File: src/rtl/fetch_unit_if.sv
// Fetch-stage bus bundle: instruction-memory request/response, redirect
// control and the decode-side valid/ready handshake.
interface fetch_unit_if #(
  parameter int ORDER_W = 64
);
  // instruction memory side
  logic [31:0]        imem_addr;
  logic [3:0]         imem_rmask;
  logic [31:0]        imem_rdata;
  logic               imem_resp;
  // control flow redirect
  logic               redirect_valid;
  logic [31:0]        redirect_pc;
  // decode side
  logic               dec_ready;
  logic               out_valid;
  logic [31:0]        out_inst;
  logic [31:0]        out_pc;
  logic [31:0]        out_pc_next;
  logic [ORDER_W-1:0] out_order;

  // The fetch unit drives requests and the decode output.
  modport master (
    output imem_addr, imem_rmask, out_valid, out_inst, out_pc, out_pc_next, out_order,
    input  imem_rdata, imem_resp, redirect_valid, redirect_pc, dec_ready
  );

  // Memory/decode/branch environment seen from the other side.
  modport slave (
    input  imem_addr, imem_rmask, out_valid, out_inst, out_pc, out_pc_next, out_order,
    output imem_rdata, imem_resp, redirect_valid, redirect_pc, dec_ready
  );
endinterface

File: src/rtl/fetch_unit.sv
// Instruction fetch stage: issues one word fetch at a time to a variable
// latency memory, queues returned instructions and hands them to decode in
// program order. A redirect flushes the queue and marks any in-flight
// request as stale so its data is thrown away on return.
module fetch_unit #(
  parameter logic [31:0] RESET_PC    = 32'h1eceb000,
  parameter int          QUEUE_DEPTH = 4,   // power of two, at least 2
  parameter int          ORDER_W     = 64
) (
  input  logic         clk,
  input  logic         rst,
  fetch_unit_if.master bus
);

  localparam int PTR_W = $clog2(QUEUE_DEPTH);
  localparam int CNT_W = PTR_W + 1;
  localparam int CMP_W = CNT_W + 1;
  localparam logic [CMP_W-1:0] DEPTH_C = CMP_W'(QUEUE_DEPTH);

  // architectural state
  logic [31:0]        r_fetch_pc;
  logic [31:0]        r_req_pc;     // PC of the request currently in flight
  logic [ORDER_W-1:0] r_order;
  logic [CNT_W-1:0]   r_count;
  logic [PTR_W-1:0]   r_head;
  logic [PTR_W-1:0]   r_tail;
  logic               r_outst;
  logic               r_stale;
  logic [31:0]        r_inst_q [QUEUE_DEPTH];
  logic [31:0]        r_pc_q   [QUEUE_DEPTH];

  // per-cycle decisions
  logic               w_resp_ok;
  logic               w_out_valid;
  logic               w_pop;
  logic               w_push;
  logic               w_outst_after;
  logic [CMP_W-1:0]   w_occ_after;
  logic               w_issue;
  logic [CNT_W-1:0]   w_count_nxt;

  // Handshake, push and issue decisions. The issue test counts the slot that
  // this cycle's response is about to fill, so every in-flight request always
  // has a free queue entry waiting for it.
  always_comb begin
    w_resp_ok     = 1'b0;
    w_out_valid   = 1'b0;
    w_pop         = 1'b0;
    w_push        = 1'b0;
    w_outst_after = 1'b0;
    w_occ_after   = '0;
    w_issue       = 1'b0;
    w_count_nxt   = r_count;

    w_resp_ok     = bus.imem_resp && r_outst;
    w_out_valid   = (r_count != '0) && !bus.redirect_valid && !rst;
    w_pop         = w_out_valid && bus.dec_ready;
    w_push        = w_resp_ok && !r_stale && !bus.redirect_valid && !rst;
    w_outst_after = r_outst && !bus.imem_resp;
    w_occ_after   = {1'b0, r_count} + CMP_W'(w_push) - CMP_W'(w_pop) + CMP_W'(w_outst_after);
    w_count_nxt   = r_count + CNT_W'(w_push) - CNT_W'(w_pop);

    if (!rst && !bus.redirect_valid && (!r_outst || bus.imem_resp) && (w_occ_after < DEPTH_C)) begin
      w_issue = 1'b1;
    end else begin
      w_issue = 1'b0;
    end
  end

  // Memory request and decode-facing outputs; the head entry is read straight
  // from the queue so it stays stable while decode stalls.
  always_comb begin
    bus.imem_addr   = rst ? RESET_PC : r_fetch_pc;
    bus.imem_rmask  = w_issue ? 4'hF : 4'h0;
    bus.out_valid   = w_out_valid;
    bus.out_inst    = r_inst_q[r_head];
    bus.out_pc      = r_pc_q[r_head];
    bus.out_pc_next = r_pc_q[r_head] + 32'd4;
    bus.out_order   = r_order;
  end

  // Control state: reset, then redirect, then normal fetch/queue progress.
  always_ff @(posedge clk) begin
    if (rst) begin
      r_fetch_pc <= RESET_PC;
      r_req_pc   <= RESET_PC;
      r_order    <= '0;
      r_count    <= '0;
      r_head     <= '0;
      r_tail     <= '0;
      r_outst    <= 1'b0;
      r_stale    <= 1'b0;
    end else if (bus.redirect_valid) begin
      r_count    <= '0;
      r_head     <= '0;
      r_tail     <= '0;
      r_fetch_pc <= {bus.redirect_pc[31:2], 2'b00};
      if (r_outst && bus.imem_resp) begin
        // data arriving now belongs to the wrong path and is simply dropped
        r_outst <= 1'b0;
        r_stale <= 1'b0;
      end else if (r_outst) begin
        // wrong-path data still on its way: discard it when it lands
        r_stale <= 1'b1;
      end else begin
        r_stale <= r_stale;
      end
    end else begin
      if (w_issue) begin
        r_outst    <= 1'b1;
        r_req_pc   <= r_fetch_pc;
        r_fetch_pc <= r_fetch_pc + 32'd4;
      end else if (w_resp_ok) begin
        r_outst <= 1'b0;
      end
      if (w_resp_ok) begin
        r_stale <= 1'b0;
      end
      if (w_push) begin
        r_tail <= r_tail + PTR_W'(1);
      end
      if (w_pop) begin
        r_head  <= r_head + PTR_W'(1);
        r_order <= r_order + ORDER_W'(1);
      end
      r_count <= w_count_nxt;
    end
  end

  // Queue payload storage; only written when a good response is pushed.
  always_ff @(posedge clk) begin
    if (w_push) begin
      r_inst_q[r_tail] <= bus.imem_rdata;
      r_pc_q[r_tail]   <= r_req_pc;
    end
  end

endmodule
File: src/flat_wrapper.sv
// flat-port wrapper written by rule: the top's interface ports become plain ports
module fetch_unit_flat 
#(
  parameter logic [31:0] RESET_PC    = 32'h1eceb000,
  parameter int          QUEUE_DEPTH = 4,                              
  parameter int          ORDER_W     = 64
)
  (clk, rst, bus_imem_addr, bus_imem_rmask, bus_out_valid, bus_out_inst, bus_out_pc, bus_out_pc_next, bus_out_order, bus_imem_rdata, bus_imem_resp, bus_redirect_valid, bus_redirect_pc, bus_dec_ready);
  fetch_unit_if #(.ORDER_W(ORDER_W)) bus_i ();
  input  logic clk;
  input  logic rst;
  output wire logic [$bits(bus_i.imem_addr)-1:0] bus_imem_addr;
  output wire logic [$bits(bus_i.imem_rmask)-1:0] bus_imem_rmask;
  output wire logic [$bits(bus_i.out_valid)-1:0] bus_out_valid;
  output wire logic [$bits(bus_i.out_inst)-1:0] bus_out_inst;
  output wire logic [$bits(bus_i.out_pc)-1:0] bus_out_pc;
  output wire logic [$bits(bus_i.out_pc_next)-1:0] bus_out_pc_next;
  output wire logic [$bits(bus_i.out_order)-1:0] bus_out_order;
  input wire logic [$bits(bus_i.imem_rdata)-1:0] bus_imem_rdata;
  input wire logic [$bits(bus_i.imem_resp)-1:0] bus_imem_resp;
  input wire logic [$bits(bus_i.redirect_valid)-1:0] bus_redirect_valid;
  input wire logic [$bits(bus_i.redirect_pc)-1:0] bus_redirect_pc;
  input wire logic [$bits(bus_i.dec_ready)-1:0] bus_dec_ready;
  assign bus_imem_addr = bus_i.imem_addr;
  assign bus_imem_rmask = bus_i.imem_rmask;
  assign bus_out_valid = bus_i.out_valid;
  assign bus_out_inst = bus_i.out_inst;
  assign bus_out_pc = bus_i.out_pc;
  assign bus_out_pc_next = bus_i.out_pc_next;
  assign bus_out_order = bus_i.out_order;
  assign bus_i.imem_rdata = bus_imem_rdata;
  assign bus_i.imem_resp = bus_imem_resp;
  assign bus_i.redirect_valid = bus_redirect_valid;
  assign bus_i.redirect_pc = bus_redirect_pc;
  assign bus_i.dec_ready = bus_dec_ready;
  fetch_unit #(.RESET_PC(RESET_PC), .QUEUE_DEPTH(QUEUE_DEPTH), .ORDER_W(ORDER_W)) u_core (.clk(clk), .rst(rst), .bus(bus_i));
endmodule
File: config.mk
export PLATFORM = sky130hd
export DESIGN_NAME = fetch_unit_flat
export DESIGN_NICKNAME = d
export VERILOG_FILES = /design/src/rtl/fetch_unit_if.sv /design/src/rtl/fetch_unit.sv /design/src/flat_wrapper.sv
export SDC_FILE = /design/constraint.sdc
export NUM_CORES = 1
export LEC_CHECK = 0
export CORE_MARGIN = 3
export CORE_UTILIZATION = 53
export DETAILED_ROUTE_END_ITERATION = 12
export HOLD_SLACK_MARGIN = 0.15
export PLACE_DENSITY = 0.79
export SYNTH_ARGS = -nofsm -noshare
export SYNTH_HDL_FRONTEND = slang
export SYNTH_SLANG_ARGS = --single-unit
File: constraint.sdc
create_clock -name clk -period 8.6 [get_ports clk]
set_input_delay 2.58 -clock clk [delete_from_list [all_inputs] [get_ports clk]]
set_output_delay 2.58 -clock clk [all_outputs]
set_load 0.005 [all_outputs]
==> flow_summary.html <==
<table>
<tr><th>Metric</th><th>Value</th></tr>
<tr><th colspan="2">Yosys</th></tr>
<tr><td>Number of synthesized flops with an enable pin</td><td>248</td></tr>
<tr><td>Synthesis warning total</td><td>0</td></tr>
<tr><td>Sequential cell area fraction in the yosys report</td><td>63.1%</td></tr>
<tr><td>Post-synth top flop</td><td>sky130_fd_sc_hd__edfxtp_1</td></tr>
<tr><td>Post-Syn Area</td><td>16100 um^2</td></tr>
<tr><td>Async set or reset register ratio after synthesis</td><td>0%</td></tr>
<tr><td>Netlist cell types</td><td>58</td></tr>
<tr><td>Number of cells produced by synthesis</td><td>1215</td></tr>
<tr><td>Seq cells post-synth</td><td>383</td></tr>
<tr><td>Syn_area_per_cell</td><td>13.2 um^2</td></tr>
<tr><th colspan="2">Critical path</th></tr>
<tr><td>Cell count along the critical path</td><td>13</td></tr>
<tr><td>Arrival time of the worst setup path</td><td>5.76 ns</td></tr>
<tr><td>Worst path cell trace</td><td>clkdlybuf4s50_1 -&gt; nor2_1 -&gt; nand2_1 -&gt; nor2_1 -&gt; o21ai_0 -&gt; nand2_1 -&gt; ha_1 -&gt; and3b_1 -&gt; o21a_1 -&gt; or4_4 -&gt; a21o_1 -&gt; clkinv_2 -&gt; clkdlybuf4s50_1</td></tr>
<tr><td>Startpoint types</td><td>input port</td></tr>
<tr><td>Register-to-register path setup slack</td><td>4.87 ns</td></tr>
<tr><td>Launching instance or port of the critical path</td><td>bus_redirect_valid</td></tr>
<tr><td>Startpoint of the worst register-to-register path</td><td>u_core.r_count[1]</td></tr>
<tr><td>Required time of the critical path</td><td>6.02 ns</td></tr>
<tr><td>Critical Path Fanout Max</td><td>5</td></tr>
<tr><td>Critical R2R Capture</td><td>u_core.r_fetch_pc[29]</td></tr>
<tr><td>Cell family with most CP delay</td><td>simple AND/OR/NAND/NOR gates</td></tr>
<tr><td>Number of cells traversed by the worst register-to-register path</td><td>13</td></tr>
<tr><td>Critical Path Sink</td><td>bus_imem_rmask[2]</td></tr>
<tr><td>Crit path capture type</td><td>primary output</td></tr>
<tr><td>WS Path Type</td><td>input port to primary output</td></tr>
<tr><td>Combined buffer and inverter count along the critical path</td><td>3</td></tr>
<tr><td>Max incr delay on CP</td><td>0.53 ns</td></tr>
<tr><td>Slowest library cell on the worst path</td><td>sky130_fd_sc_hd__or4_4</td></tr>
<tr><th colspan="2">Power</th></tr>
<tr><td>Leakage power of the design</td><td>6.53 nW</td></tr>
<tr><td>Maximum resistive drop on vdd</td><td>116 uV</td></tr>
<tr><td>PD cells</td><td>188 nW/um^2</td></tr>
<tr><td>Overall power</td><td>0.00379 W</td></tr>
<tr><th colspan="2">GRT</th></tr>
<tr><td>Antenna violations before repair</td><td>0</td></tr>
<tr><td>Aggregate global routing overflow</td><td>0</td></tr>
<tr><td>Via count of the first global-routing pass</td><td>10600</td></tr>
<tr><td>Global-route wire length before repair</td><td>59.9 mm</td></tr>
<tr><td>Pin count of the biggest net entering global routing</td><td>111</td></tr>
<tr><td>Tot GR Track Use</td><td>22.8%</td></tr>
<tr><th colspan="2">STA</th></tr>
<tr><td>Final Setup Violations</td><td>0</td></tr>
<tr><td>Sum of negative setup slack</td><td>0 ns</td></tr>
<tr><td>Count of final hold-check violations</td><td>0</td></tr>
<tr><td>Max-slew violation count</td><td>0</td></tr>
<tr><td>Max_slew headroom</td><td>23.0%</td></tr>
<tr><td>RSZ-0062 raised after global routing</td><td>false</td></tr>
<tr><td>Measured slew at the worst slew-check pin</td><td>1.15 ns</td></tr>
<tr><td>Post-route clock skew</td><td>0.0147 ns</td></tr>
<tr><td>Final critical delay including setup and external delays</td><td>8.34 ns</td></tr>
<tr><td>Final critical-path share of the clock period</td><td>96.9%</td></tr>
<tr><td>Highest clock frequency the design can meet</td><td>120 MHz</td></tr>
<tr><th colspan="2">Die</th></tr>
<tr><td>Die area</td><td>32500 um^2</td></tr>
<tr><td>Die W</td><td>180 um</td></tr>
<tr><td>Die outline height</td><td>180 um</td></tr>
<tr><td>Area of the core</td><td>29800 um^2</td></tr>
<tr><td>Starting density of the core</td><td>54.0%</td></tr>
<tr><td>Num rows</td><td>63</td></tr>
<tr><td># IOs</td><td>266</td></tr>
<tr><th colspan="2">Routing</th></tr>
<tr><td>DR vias</td><td>10800</td></tr>
<tr><td>Via-per-instance ratio</td><td>5.74</td></tr>
<tr><td>Total DRC errors in the routed layout</td><td>0</td></tr>
<tr><td>Wire length after detailed routing</td><td>37.8 mm</td></tr>
<tr><td>WL/cell</td><td>20.1 um</td></tr>
<tr><td>Number of DRC markers in iteration 0</td><td>984</td></tr>
<tr><td>Detailed Routing Iterations Pass 1</td><td>5</td></tr>
<tr><td>Post-route antenna net violation count</td><td>0</td></tr>
<tr><th colspan="2">Clock network</th></tr>
<tr><td>CTS tree</td><td>built</td></tr>
<tr><td>Clock latency reported for the late side of the worst-skew pair</td><td>0.53 ns</td></tr>
<tr><td>Maximum buffer depth of the clock tree</td><td>3</td></tr>
<tr><td>Cts hold-fix bufs</td><td>0</td></tr>
<tr><td>Number of levels in the clock H-tree</td><td>2</td></tr>
<tr><td>Count of cells resized by post-cts repair</td><td>0</td></tr>
<tr><td>Number of sinks driven by the clock tree</td><td>383</td></tr>
<tr><td>Clock edge transition at the registers on the reported setup and hold paths</td><td>0.05 ns</td></tr>
<tr><td>Number of buffers added by the clock tree synthesis step</td><td>39</td></tr>
<tr><td>CTS Root Buffer Type</td><td>sky130_fd_sc_hd__clkbuf_16</td></tr>
<tr><td>Setup repair bufs after CTS</td><td>0</td></tr>
<tr><th colspan="2">Run status</th></tr>
<tr><td>Result of the run</td><td>finished clean</td></tr>
<tr><th colspan="2">Placement</th></tr>
<tr><td>Port bufs</td><td>257</td></tr>
<tr><td>HPWL Detailed</td><td>24.2 mm</td></tr>
<tr><td>Final GP Congestion</td><td>0.830</td></tr>
<tr><th colspan="2">Finish</th></tr>
<tr><td>Antenna Diode Count</td><td>0</td></tr>
<tr><td>Syn-to-layout area delta</td><td>25.5%</td></tr>
<tr><td>Final core occ</td><td>67.7%</td></tr>
<tr><td>Nets</td><td>1547</td></tr>
<tr><td>Proportion of layout cells with a drive suffix above 1</td><td>11.3%</td></tr>
<tr><th colspan="2">Min path</th></tr>
<tr><td>Worst min-delay path category</td><td>flip-flop to flip-flop</td></tr>
<tr><th colspan="2">Job</th></tr>
<tr><td>Max-cap viol count</td><td>0</td></tr>
</table>
==> placed cells by master (no fill, tap or decap), drive strengths merged, types with 15 or more instances in the layout <==
| master | instances |
|---|---|
| a21oi | 37 |
| and3 | 15 |
| and4 | 17 |
| buf | 19 |
| clkbuf | 50 |
| clkdlybuf4s50 | 256 |
| dfxtp | 135 |
| edfxtp | 248 |
| inv | 20 |
| mux4 | 62 |
| nand2 | 124 |
| nand3 | 42 |
| nand3b | 15 |
| nand4 | 28 |
| nor2 | 101 |
| nor2b | 22 |
| nor3 | 21 |
| nor4 | 18 |
| o311ai | 16 |
| or2 | 15 |
| or3 | 16 |
| xnor2 | 58 |
| xor2 | 33 |
==> metal layers <==
layer | vias up | wire length, um | GRT usage (%) | part of all wire, %
met5 | - | 0 | 0 | 0
met4 | 0 | 663 | 5.31 | 1.8
met3 | 55 | 3470 | 5.93 | 9.2
met2 | 446 | 17700 | 36.1 | 47
met1 | 5278 | 16000 | 32.1 | 42
li1 | 5030 | - | - | -
==> logic make-up (layout without fill, tap and decap cells) <==
family,count (synthesis),in the layout,synth area share [%]
simple gates,465,465,14.8
flops,383,383,63.1
compound gates,108,108,4.58
xor+xnor,91,91,4.96
buf+inv,90,363,2.69
mux,65,65,8.89
fa+ha+maj,12,12,0.980
other cells,1,6,0.0233
==> sequential cells by signal (all words and copies together), names as in the netlist, named ones only <==
register and cells:
u_core.r_outst 1, u_core.r_tail 2, u_core.r_count 3, u_core.bus.out_order 64
u_core.r_pc_q 120, u_core.r_inst_q 128, u_core.r_stale 1, u_core.r_req_pc 30
u_core.r_head 2, u_core.r_fetch_pc 30
==> worst reg2reg max path, stage by stage (launching register included) <==
cell and delay [ns]:
sky130_fd_sc_hd__dfxtp_1 0.37, sky130_fd_sc_hd__or3_1 0.45, sky130_fd_sc_hd__nand2_1 0.21, sky130_fd_sc_hd__nand2_1 0.09
sky130_fd_sc_hd__nand2_1 0.07, sky130_fd_sc_hd__ha_1 0.21, sky130_fd_sc_hd__and3b_1 0.17, sky130_fd_sc_hd__o21a_1 0.20
sky130_fd_sc_hd__or4_4 0.53, sky130_fd_sc_hd__a21o_1 0.23, sky130_fd_sc_hd__clkinv_2 0.09, sky130_fd_sc_hd__buf_4 0.35
sky130_fd_sc_hd__a311oi_1 0.18, sky130_fd_sc_hd__a2111oi_0 0.44
==> how the worst min path moves through the flow <==
| stage | cells past startpoint | from | end | slack [ns] |
|---|---|---|---|---|
| floorplan | 2 | u_core.r_fetch_pc[31] | u_core.r_req_pc[31] | 0.45 |
| global route | 0 | u_core.r_req_pc[23] | u_core.r_pc_q[0][23] | 0.51 |
| detailed placement | 2 | u_core.bus.out_order[1] | u_core.bus.out_order[1] | 0.49 |
| global placement | 0 | u_core.r_req_pc[3] | u_core.r_pc_q[2][3] | 0.48 |
| finish | 2 | u_core.r_req_pc[2] | u_core.r_req_pc[2] | 0.50 |
| CTS | 0 | u_core.r_req_pc[24] | u_core.r_pc_q[1][24] | 0.50 |
==> final cells by class <==
type | instances | area [um^2]
Sequential cell | 383 | 10200
Fill cell | 2101 | 9610
Multi-Input combinational cell | 747 | 5520
Timing Repair Buffer | 275 | 2710
Clock buffer | 50 | 1040
Tap cell | 390 | 488
Clock inverter | 18 | 203
Inverter | 20 | 76.3
==> synthesized netlist by cell type, drive strengths merged, types with 21 or more instances <==
| master | count | area share (%) |
|---|---|---|
| dfxtp | 135 | 17 |
| buf | 30 | 1.3 |
| a21oi | 37 | 1.2 |
| xor2 | 33 | 1.8 |
| nor2b | 22 | 0.86 |
| nand3 | 42 | 1.3 |
| mux4 | 62 | 8.7 |
| nor3 | 21 | 0.65 |
| nand2 | 124 | 2.9 |
| edfxtp | 248 | 46 |
| nor2 | 101 | 2.4 |
| clkbuf | 40 | 0.93 |
| nand4 | 28 | 1.1 |
| xnor2 | 58 | 3.2 |
==> power breakdown <==
group | total [W] | internal, W | leakage [nW] | switching [W]
Sequential | 0.00200 | 0.00197 | 3.35 | 0.0000296
Clock | 0.00164 | 0.000951 | 0.605 | 0.000691
Combinational | 0.000147 | 0.0000751 | 2.58 | 0.0000723
==> per-stage QoR <==
step                      instances  hold WS (ns)  worst slack [ns]  cell area, um^2
after global placement         1815         0.478             0.282            18900
after detailed placement       1815         0.490             0.276            18900
after CTS                      1883         0.497             0.259            20200
after floorplan                1220         0.449             0.561            16100
final                          1883         0.497             0.263            20200
after global routing           1883         0.510           0.00955            20200
Note: power is estimated with default switching activity, not from simulation.
